$ cat src/rtl/operand_read_seq_pkg.sv
// Shared types for the operand-read sequencer: FSM state encoding and the NOP opcode value.
package operand_read_seq_pkg;

    typedef enum logic [2:0] {
        S_IDLE      = 3'd0,
        S_WAIT_REG  = 3'd1,
        S_WAIT_OP   = 3'd2,
        S_ISSUE     = 3'd3,
        S_WAIT_DONE = 3'd4,
        S_ERROR     = 3'd5
    } state_t;

    localparam int unsigned NOP_OPCODE = '0;

endpackage

$ cat src/rtl/seq_timeout_timer.sv
// Wait-state watchdog: counts cycles while run is high, flags expiry on the cycle the
// count reaches limit (limit of zero disables it).
module seq_timeout_timer #(
    parameter int unsigned TIMEOUT_W = 8
) (
    input  logic                 clk,
    input  logic                 rst,
    input  logic                 clear,
    input  logic                 run,
    input  logic [TIMEOUT_W-1:0] limit,
    output logic                 expired
);

    logic [TIMEOUT_W-1:0] count_q;
    logic [TIMEOUT_W-1:0] count_d;

    // Saturate so a disabled timer parked in a long wait never wraps.
    always_comb begin
        count_d = count_q;
        if (clear || !run) begin
            count_d = '0;
        end else if (count_q != '1) begin
            count_d = count_q + 1'b1;
        end
    end

    always_ff @(posedge clk) begin
        if (rst) begin
            count_q <= '0;
        end else begin
            count_q <= count_d;
        end
    end

    // count_q is zero on the first wait cycle, so limit-1 marks the limit-th waited cycle.
    assign expired = run && (limit != '0) && (count_q == limit - 1'b1);

endmodule

$ cat src/rtl/operand_read_seq.sv
// Operand-read sequencer: gathers 1..MAX_OPERANDS register numbers and an opcode,
// fires a one-cycle ALU enable, then waits for ALU completion with timeout/abort handling.
module operand_read_seq
    import operand_read_seq_pkg::*;
#(
    parameter int unsigned REG_ADDR_W   = 3,
    parameter int unsigned OPCODE_W     = 3,
    parameter int unsigned MAX_OPERANDS = 4,
    parameter int unsigned TIMEOUT_W    = 8,
    localparam int unsigned CNT_W       = $clog2(MAX_OPERANDS) + 1,
    localparam int unsigned IDX_W       = (MAX_OPERANDS > 1) ? $clog2(MAX_OPERANDS) : 1
) (
    input  logic                  clk,
    input  logic                  rst,
    input  logic                  r_en,
    input  logic [CNT_W-1:0]      num_operands,
    input  logic [TIMEOUT_W-1:0]  timeout_limit,
    input  logic                  reg_valid,
    input  logic [REG_ADDR_W-1:0] reg_num,
    input  logic                  op_valid,
    input  logic [OPCODE_W-1:0]   opcode,
    input  logic                  alu_done,
    input  logic                  abort,
    output logic [REG_ADDR_W-1:0] reg_sel,
    output logic [IDX_W-1:0]      opnd_idx,
    output logic                  rd_strobe,
    output logic                  alu_en,
    output logic [OPCODE_W-1:0]   opcode_out,
    output logic                  busy,
    output logic                  done,
    output logic                  err
);

    state_t                state_q, state_d;
    logic [CNT_W-1:0]      num_q, num_d;
    logic [TIMEOUT_W-1:0]  limit_q, limit_d;
    logic [IDX_W-1:0]      idx_q, idx_d;
    logic [REG_ADDR_W-1:0] reg_sel_q, reg_sel_d;
    logic [IDX_W-1:0]      opnd_idx_q, opnd_idx_d;
    logic [OPCODE_W-1:0]   opcode_out_q, opcode_out_d;
    logic                  rd_strobe_q, rd_strobe_d;
    logic                  alu_en_q, alu_en_d;
    logic                  busy_q, busy_d;
    logic                  done_q, done_d;
    logic                  err_q, err_d;

    logic strobe_ack;
    logic tmr_run;
    logic tmr_clear;
    logic tmr_expired;
    logic num_legal;

    assign num_legal = (num_operands != '0) && (num_operands <= CNT_W'(MAX_OPERANDS));
    assign tmr_run   = (state_q == S_WAIT_REG) || (state_q == S_WAIT_OP) || (state_q == S_WAIT_DONE);
    assign tmr_clear = strobe_ack || (state_d != state_q);

    seq_timeout_timer #(
        .TIMEOUT_W (TIMEOUT_W)
    ) u_timer (
        .clk     (clk),
        .rst     (rst),
        .clear   (tmr_clear),
        .run     (tmr_run),
        .limit   (limit_q),
        .expired (tmr_expired)
    );

    // Next-state and output decode; abort beats timeout, timeout beats any strobe.
    always_comb begin
        state_d      = state_q;
        num_d        = num_q;
        limit_d      = limit_q;
        idx_d        = idx_q;
        reg_sel_d    = reg_sel_q;
        opnd_idx_d   = opnd_idx_q;
        opcode_out_d = opcode_out_q;
        err_d        = err_q;
        rd_strobe_d  = 1'b0;
        alu_en_d     = 1'b0;
        done_d       = 1'b0;
        strobe_ack   = 1'b0;

        if ((state_q != S_IDLE) && abort) begin
            state_d = S_IDLE;
        end else if (tmr_expired) begin
            state_d = S_ERROR;
            err_d   = 1'b1;
        end else begin
            case (state_q)
                S_IDLE: begin
                    if (r_en) begin
                        num_d   = num_operands;
                        limit_d = timeout_limit;
                        idx_d   = '0;
                        err_d   = 1'b0;
                        if (num_legal) begin
                            state_d = S_WAIT_REG;
                        end else begin
                            state_d = S_ERROR;
                            err_d   = 1'b1;
                        end
                    end
                end
                S_WAIT_REG: begin
                    if (reg_valid) begin
                        reg_sel_d   = reg_num;
                        opnd_idx_d  = idx_q;
                        rd_strobe_d = 1'b1;
                        strobe_ack  = 1'b1;
                        if (CNT_W'(idx_q) == num_q - 1'b1) begin
                            state_d = S_WAIT_OP;
                        end else begin
                            idx_d = idx_q + 1'b1;
                        end
                    end
                end
                S_WAIT_OP: begin
                    if (op_valid && (opcode != OPCODE_W'(NOP_OPCODE))) begin
                        opcode_out_d = opcode;
                        strobe_ack   = 1'b1;
                        state_d      = S_ISSUE;
                    end
                end
                S_ISSUE: begin
                    alu_en_d = 1'b1;
                    state_d  = S_WAIT_DONE;
                end
                S_WAIT_DONE: begin
                    if (alu_done) begin
                        done_d     = 1'b1;
                        strobe_ack = 1'b1;
                        state_d    = S_IDLE;
                    end
                end
                S_ERROR: begin
                    if (!r_en) begin
                        state_d = S_IDLE;
                    end
                end
                default: begin
                    state_d = S_IDLE;
                end
            endcase
        end

        busy_d = (state_d != S_IDLE);
    end

    always_ff @(posedge clk) begin
        if (rst) begin
            state_q      <= S_IDLE;
            num_q        <= '0;
            limit_q      <= '0;
            idx_q        <= '0;
            reg_sel_q    <= '0;
            opnd_idx_q   <= '0;
            opcode_out_q <= '0;
            rd_strobe_q  <= 1'b0;
            alu_en_q     <= 1'b0;
            busy_q       <= 1'b0;
            done_q       <= 1'b0;
            err_q        <= 1'b0;
        end else begin
            state_q      <= state_d;
            num_q        <= num_d;
            limit_q      <= limit_d;
            idx_q        <= idx_d;
            reg_sel_q    <= reg_sel_d;
            opnd_idx_q   <= opnd_idx_d;
            opcode_out_q <= opcode_out_d;
            rd_strobe_q  <= rd_strobe_d;
            alu_en_q     <= alu_en_d;
            busy_q       <= busy_d;
            done_q       <= done_d;
            err_q        <= err_d;
        end
    end

    assign reg_sel    = reg_sel_q;
    assign opnd_idx   = opnd_idx_q;
    assign rd_strobe  = rd_strobe_q;
    assign alu_en     = alu_en_q;
    assign opcode_out = opcode_out_q;
    assign busy       = busy_q;
    assign done       = done_q;
    assign err        = err_q;

endmodule
$ cat config.mk
export PLATFORM = sky130hd
export DESIGN_NAME = operand_read_seq
export DESIGN_NICKNAME = d
export VERILOG_FILES = /design/src/rtl/operand_read_seq_pkg.sv /design/src/rtl/seq_timeout_timer.sv /design/src/rtl/operand_read_seq.sv
export SDC_FILE = /design/constraint.sdc
export NUM_CORES = 1
export LEC_CHECK = 0
export BUFFER_PORTS_ARGS = -buffer_cell sky130_fd_sc_hd__buf_2
export CELL_PAD_IN_SITES_DETAIL_PLACEMENT = 0
export CELL_PAD_IN_SITES_GLOBAL_PLACEMENT = 1
export CORE_MARGIN = 2
export CORE_UTILIZATION = 41
export DETAILED_ROUTE_END_ITERATION = 12
export PLACE_DENSITY = 0.84
export SYNTH_ARGS = -nofsm -noshare
export SYNTH_HDL_FRONTEND = slang
export SYNTH_SLANG_ARGS = --single-unit
export TNS_END_PERCENT = 1
$ cat constraint.sdc
create_clock -name clk -period 2.65 [get_ports clk]
set_input_delay 0.53 -clock clk [delete_from_list [all_inputs] [get_ports clk]]
set_output_delay 0.53 -clock clk [all_outputs]
set_load 0.02 [all_outputs]
Word level (Yosys, flattened, before mapping). Cells that the tools add are included.

Equality and inequality tests: 12. Bitwise gates (word level): 4. $mul: 0. Reduce and logical (&&, ||, !) cells: 28. Shift operators: 0. $add $sub $neg: 4. Magnitude comparators: 1. Divide/modulo/power cells: 0. Mux-type cells: 25.

Operator list (number): $mux W3 (9); $pmux W3 S6 (1); $reduce_and A4 Y1 (3); $reduce_bool A3 Y1 (4); $mux W1 (10); $add A8 B1 Y8 const B (1); $eq A8 B8 Y1 (1); $ne A8 B8 Y1 const B (1); $reduce_bool A8 Y1 (1); $reduce_or A4 Y1 (2); $sub A8 B1 Y8 const B (1); $eq A3 B2 Y1 const B (2); $eq A3 B3 Y1 const B (2); $mux W2 (3); $ne A2 B2 Y1 const B (3); $reduce_and A6 Y1 (1); $reduce_bool A2 Y1 (3); $logic_and A1 B1 Y1 (5); $logic_or A1 B1 Y1 (4); $not A1 Y1 (4); $pmux W2 S2 (1); $eq A2 B3 Y1 (1); $eq A3 B1 Y1 const B (1); $le A3 B3 Y1 const B (1); 9 further kinds (9).

Memories: 0. RAM bits: 0. Latch bits: 0. Logic and storage cells: 87. Output and inout bits: 13. Register bits: 37. Input bits: 24. Bits in read-only memories: 0.

Depth between registers and ports, before layout.
Depth after elaboration: 11. Depth in mapped cells: 9. Gate-level depth less buffers: 9.

Modules after synthesis. A second synthesis with hierarchy kept.

Cells, all modules: 244. Area, all modules: 2059.5 um^2.

By module, submodules not included: operand_read_seq (cells each 162, instances 1, sequential area each 580.6 um^2, area an instance 1405.1 um^2); seq_timeout_timer (cells each 82, instances 1, sequential area each 160.2 um^2, area an instance 654.4 um^2).

Worst setup path before layout. Ideal clock, no wire load.

Path kind: register -> register. Start: register limit_q[0]. End: register u_timer.count_q[0]. Cell stages (with the launch flop): 10. Period minus slack after synthesis: 2278 ps. Setup slack: 372 ps. Data required time: 2508 ps. Library setup time: 142 ps. Arrival time: 2137 ps. Buffers on the path: 0. Cells stage by stage: dfxtp_1 inv_1 ha_1 nor3b_1 o21ai_0 a21boi_0 nor2_1 o311a_1 o32ai_2 nor4_1.

Longest elaborated chain between the ends: 9. Elaborated cells between the ends (all ways): 13. Those cells by class: add/sub: 1; eq/ne: 2; mux: 4; reduce/logical: 6.

RTL lines: start, declared (line operand_read_seq.sv:36) `logic [TIMEOUT_W-1:0] limit_q, limit_d;`; start signal, assigned (line operand_read_seq.sv:166) `limit_q <= limit_d;`; $sub A8 B1 Y8 or $reduce_bool A8 Y1 (tied branches) (line seq_timeout_timer.sv:36) `assign expired = run && (limit != '0) && (count_q == limit - 1'b1);`; $eq A8 B8 Y1 or $logic_and A1 B1 Y1 (tied branches) (line seq_timeout_timer.sv:36); $logic_and A1 B1 Y1 (*) (line seq_timeout_timer.sv:36); $mux W3 (line operand_read_seq.sv:85) `end else if (tmr_expired) begin`; $mux W3 (line operand_read_seq.sv:83) `if ((state_q != S_IDLE) && abort) begin`; $ne A3 B3 Y1 (line operand_read_seq.sv:55) `assign tmr_clear = strobe_ack || (state_d != state_q);`; $logic_or A1 B1 Y1 (*) (line operand_read_seq.sv:55); $logic_or A1 B1 Y1 (*) (line seq_timeout_timer.sv:20) `if (clear || !run) begin`; $reduce_or A2 Y1 (no source line) (*); end signal, assigned (line seq_timeout_timer.sv:31) `count_q <= count_d;`; end, declared (line seq_timeout_timer.sv:14) `logic [TIMEOUT_W-1:0] count_q;`.

Mark *: on every way between the ends. The rest lies on a longest branch, timed or not. A chain may end at the register's enable or synchronous reset.

Final worst setup path.
Start: register limit_q[1]. End: register idx_q[1].

Longest elaborated chain between the ends: 5. Elaborated cells between the ends (all ways): 7. Those cells by class: add/sub: 1; eq/ne: 1; bitwise: 1; reduce/logical: 4.

RTL lines: $sub A8 B1 Y8 or $reduce_bool A8 Y1 (tied branches) (line seq_timeout_timer.sv:36); $eq A8 B8 Y1 or $logic_and A1 B1 Y1 (tied branches) (line seq_timeout_timer.sv:36); $logic_and A1 B1 Y1 (*) (line seq_timeout_timer.sv:36); $not A1 Y1 (no source line) (*); $reduce_and A6 Y1 (no source line) (*); end signal, assigned (line operand_read_seq.sv:167) `idx_q <= idx_d;`; end, declared (line operand_read_seq.sv:37) `logic [IDX_W-1:0] idx_q, idx_d;`.

Marked as above.

==> impl_metrics.tcl <==
set metrics [dict create \
    final.setup_skew_ns 0.00875 \
    cts.path.max_buffers 2 \
    swShare_pct 27.7 \
    grt_util_all_layers_pct 18.4 \
    fin_area_sq_mm 0.00251 \
    p_int_uw 1090 \
    post-dp-hpwl_mm 3.45 \
    clock_tree_from_tritoncts "done" \
    drive_gt1_share_pct 23.3 \
    critical_path_buf_inv_count 2 \
    wl_per_cell_microns 12.8 \
    maxClockFrequency_mhz 407 \
    drc_errors 0 \
    grt_start_max_net_pins 27 \
    clock_power_share_pct 38.2 \
    power_per_standard_cell_area_mw_per_mm2 600 \
    path_class "register to register" \
    post-route-period-util_pct 92.8 \
    setup.worst_path.start_class "register" \
    crit_path_top_delay_cell "or4b_1" \
    die_y_microns 75 \
    die-width_microns 75 \
    drt-initial-drc-count 136 \
    crit_path_max_fo 7 \
    yosysWarningCount 0 \
    critical_path.endpoint_type "register" \
    critical_path.max_stage_delay_ns 0.52 \
    avg_synthesized_cell_area_sq_um 8.23 \
    grt_setup_unrepaired "yes" \
    core-area_sq_mm 0.00479 \
    vdd.ir_drop.worst_v 0.000304 \
    syn-instance-count 251 \
    setup_total_negative_slack_ns 0 \
    max-cap-violations 0 \
    yosysTopAreaCellShare_pct 35.8 \
    synth_edf_count 0 \
    slew_headroom_pct 68.8 \
    ioPinCount 37 \
    post-synth-top-area-cell "dfxtp_1" \
    crit_family "simple AND/OR/NAND/NOR gates" \
    cts_hold_buf 0 \
    cts_inserted_buffers 5 \
    remaining_global_route_overflow 0 \
    antenna_cells 0 \
    row_count 25 \
    vias 1876 \
    power.leakage_uw 0.00109 \
    clock_tree.root_cell "clkbuf_8" \
    comb_power_share_pct 21.3 \
    power.share.sequential_pct 40.5 \
    area_delta_synth_final_pct 21.6 \
    insertion_delay_ns 0.29 \
    cts-htree-levels 2 \
    remaining_antenna_violation_count 0 \
    timing_max_transition_violations_final 0 \
    postRouteWirelength_mm 4.59 \
    drt_first_pass_iters 4 \
    die-area_sq_mm 0.00563 \
    portBuffers 36 \
    synth-seq-area-share_pct 35.8 \
    worst-slew-pin-transition_ns 0.464 \
    synth_area_sq_mm 0.00207 \
    clk_pin_slew_ns 0.08 \
    critPathArrivalTime_ns 2.69 \
    number_of_synthesized_register_bits 37 \
    initial_standard_cell_utilization_of_the_core_pct 43.2 \
    async_flop_share_pct 0 \
    critical_path_required_ns 2.88 \
    timing.final.crit_period_ns 2.46 \
    result_of_the_run "complete, no violations" \
    timing.final.setup_violations 0 \
    hold_viol 0 \
    hold_class "register to register" \
    final_net_count 318 \
    synth_commonest_cells "dfxtp_1, nand2_1, nor2_1" \
    grt_pass1_wl_mm 7.99 \
    gp_congestion 0.828 \
    yosysUniqueCellTypes 47 \
    clock-sinks 37 \
    synth_nets 278 \
    first_global_vias 1717 \
    utilization_after_layout_pct 52.5 \
    post_synth_main_area_contributors "dfxtp_1, nand2_1, mux2i_1, nor2_1, a21oi_1" \
    net-switching-power_uw 417 \
    drt_via_density 5.23 \
    critical_path.cell_chain "inv_1 > ha_1 > or3b_1 > nand2_1 > a21boi_0 > o211ai_2 > buf_6 > o21ai_4 > or4b_1 > a21oi_1" \
    initial_antenna_violation_count 0 \
    most_frequently_used_flop_master_after_synthesis "dfxtp_1" \
    placement.cell_area_sq_mm 0.00234 \
]
## layout by cell type (no fill, tap or decap), types with 5 or more instances in the layout
cell type,count
buf_2,36
xnor2_1,8
nor2_1,26
mux2i_1,10
dfxtp_1,37
a21oi_1,19
xor2_1,7
o21ai_0,10
nor3_1,8
clkbuf_8,5
buf_4,8
nor2b_1,5
nand2_1,36
inv_1,12
nor4_1,6
## final cells by class
class                           instances  area (sq um)
Multi-Input combinational cell        190          1260
Clock inverter                          3          65.1
Inverter                               12          45.0
Fill cell                             468          2270
Clock buffer                            5          68.8
Sequential cell                        37           741
Tap cell                               67          83.8
Timing Repair Buffer                   45           251
## final timing paths
| check | start | endpoint | slack [ns] | depth (start not counted) |
|---|---|---|---|---|
| min reg2reg | err | err | 0.46 | 2 |
| max reg2reg | limit_q[1] | idx_q[1] | 0.19 | 10 |
| min | err | err | 0.46 | 2 |
| max | limit_q[1] | idx_q[1] | 0.19 | 10 |
## state kept, by name, summed over array words and instances (netlist names)
signal           count
opcode_out           3
alu_en               1
state_q              3
num_q                3
rd_strobe            1
u_timer.count_q      8
done                 1
opnd_idx             2
err                  1
idx_q                2
limit_q              8
busy                 1
reg_sel              3
## tightest hold or removal path: stages (launching register included)
cell     delay, ns
dfxtp_1       0.32
nand2_1       0.05
a21oi_1       0.05
## per-stage QoR
step / setup WS [ns] / std cells / hold slack, ns / power, uW
6_report: 0.191 / 359 / 0.461 / 1510
2_1_floorplan: 0.372 / 251 / 0.436 / 847
4_1_cts: 0.177 / 358 / 0.463 / 1510
3_3_place_gp: 0.230 / 350 / 0.446 / 931
5_1_grt: -0.0408 / 359 / 0.475 / 1590
3_5_place_dp: 0.175 / 350 / 0.452 / 934
## logic make-up after synthesis
kind of cell             Yosys count  share of synthesized area [%]
AND/OR/NAND/NOR                  107                           26.5
AO/OA/AOI/OAI                     54                           18.9
flip-flops                        37                           35.8
buffers and inverters             24                           4.60
XOR/XNOR                          16                           7.45
multiplexers                      10                           4.84
adder cells (fa/ha/maj)            3                           1.82
## what timing repair did
| action | CTS | global route |
|---|---|---|
| gates resized for setup | 0 | 7 |
| setup endpoints to repair | 0 | 17 |
| setup buffers | 0 | 1 |
## power by group through the flow
stage,clock network (uW),registers (uW),logic [uW]
floorplan,0,629,218
global placement,0,621,310
detailed placement,0,622,312
CTS,587,609,312
global route,615,615,361
finish,576,610,321
## per-layer routing
metal | global-route usage (%) | vias to the layer above | share of wire (%)
met5 | 0 | - | 0
met1 | 26.0 | 878 | 50
li1 | - | 962 | -
met4 | 5.95 | 0 | 1.6
met2 | 28.3 | 30 | 45
met3 | 3.61 | 6 | 3.8
No activity file was read; power rests on OpenSTA's default activity.
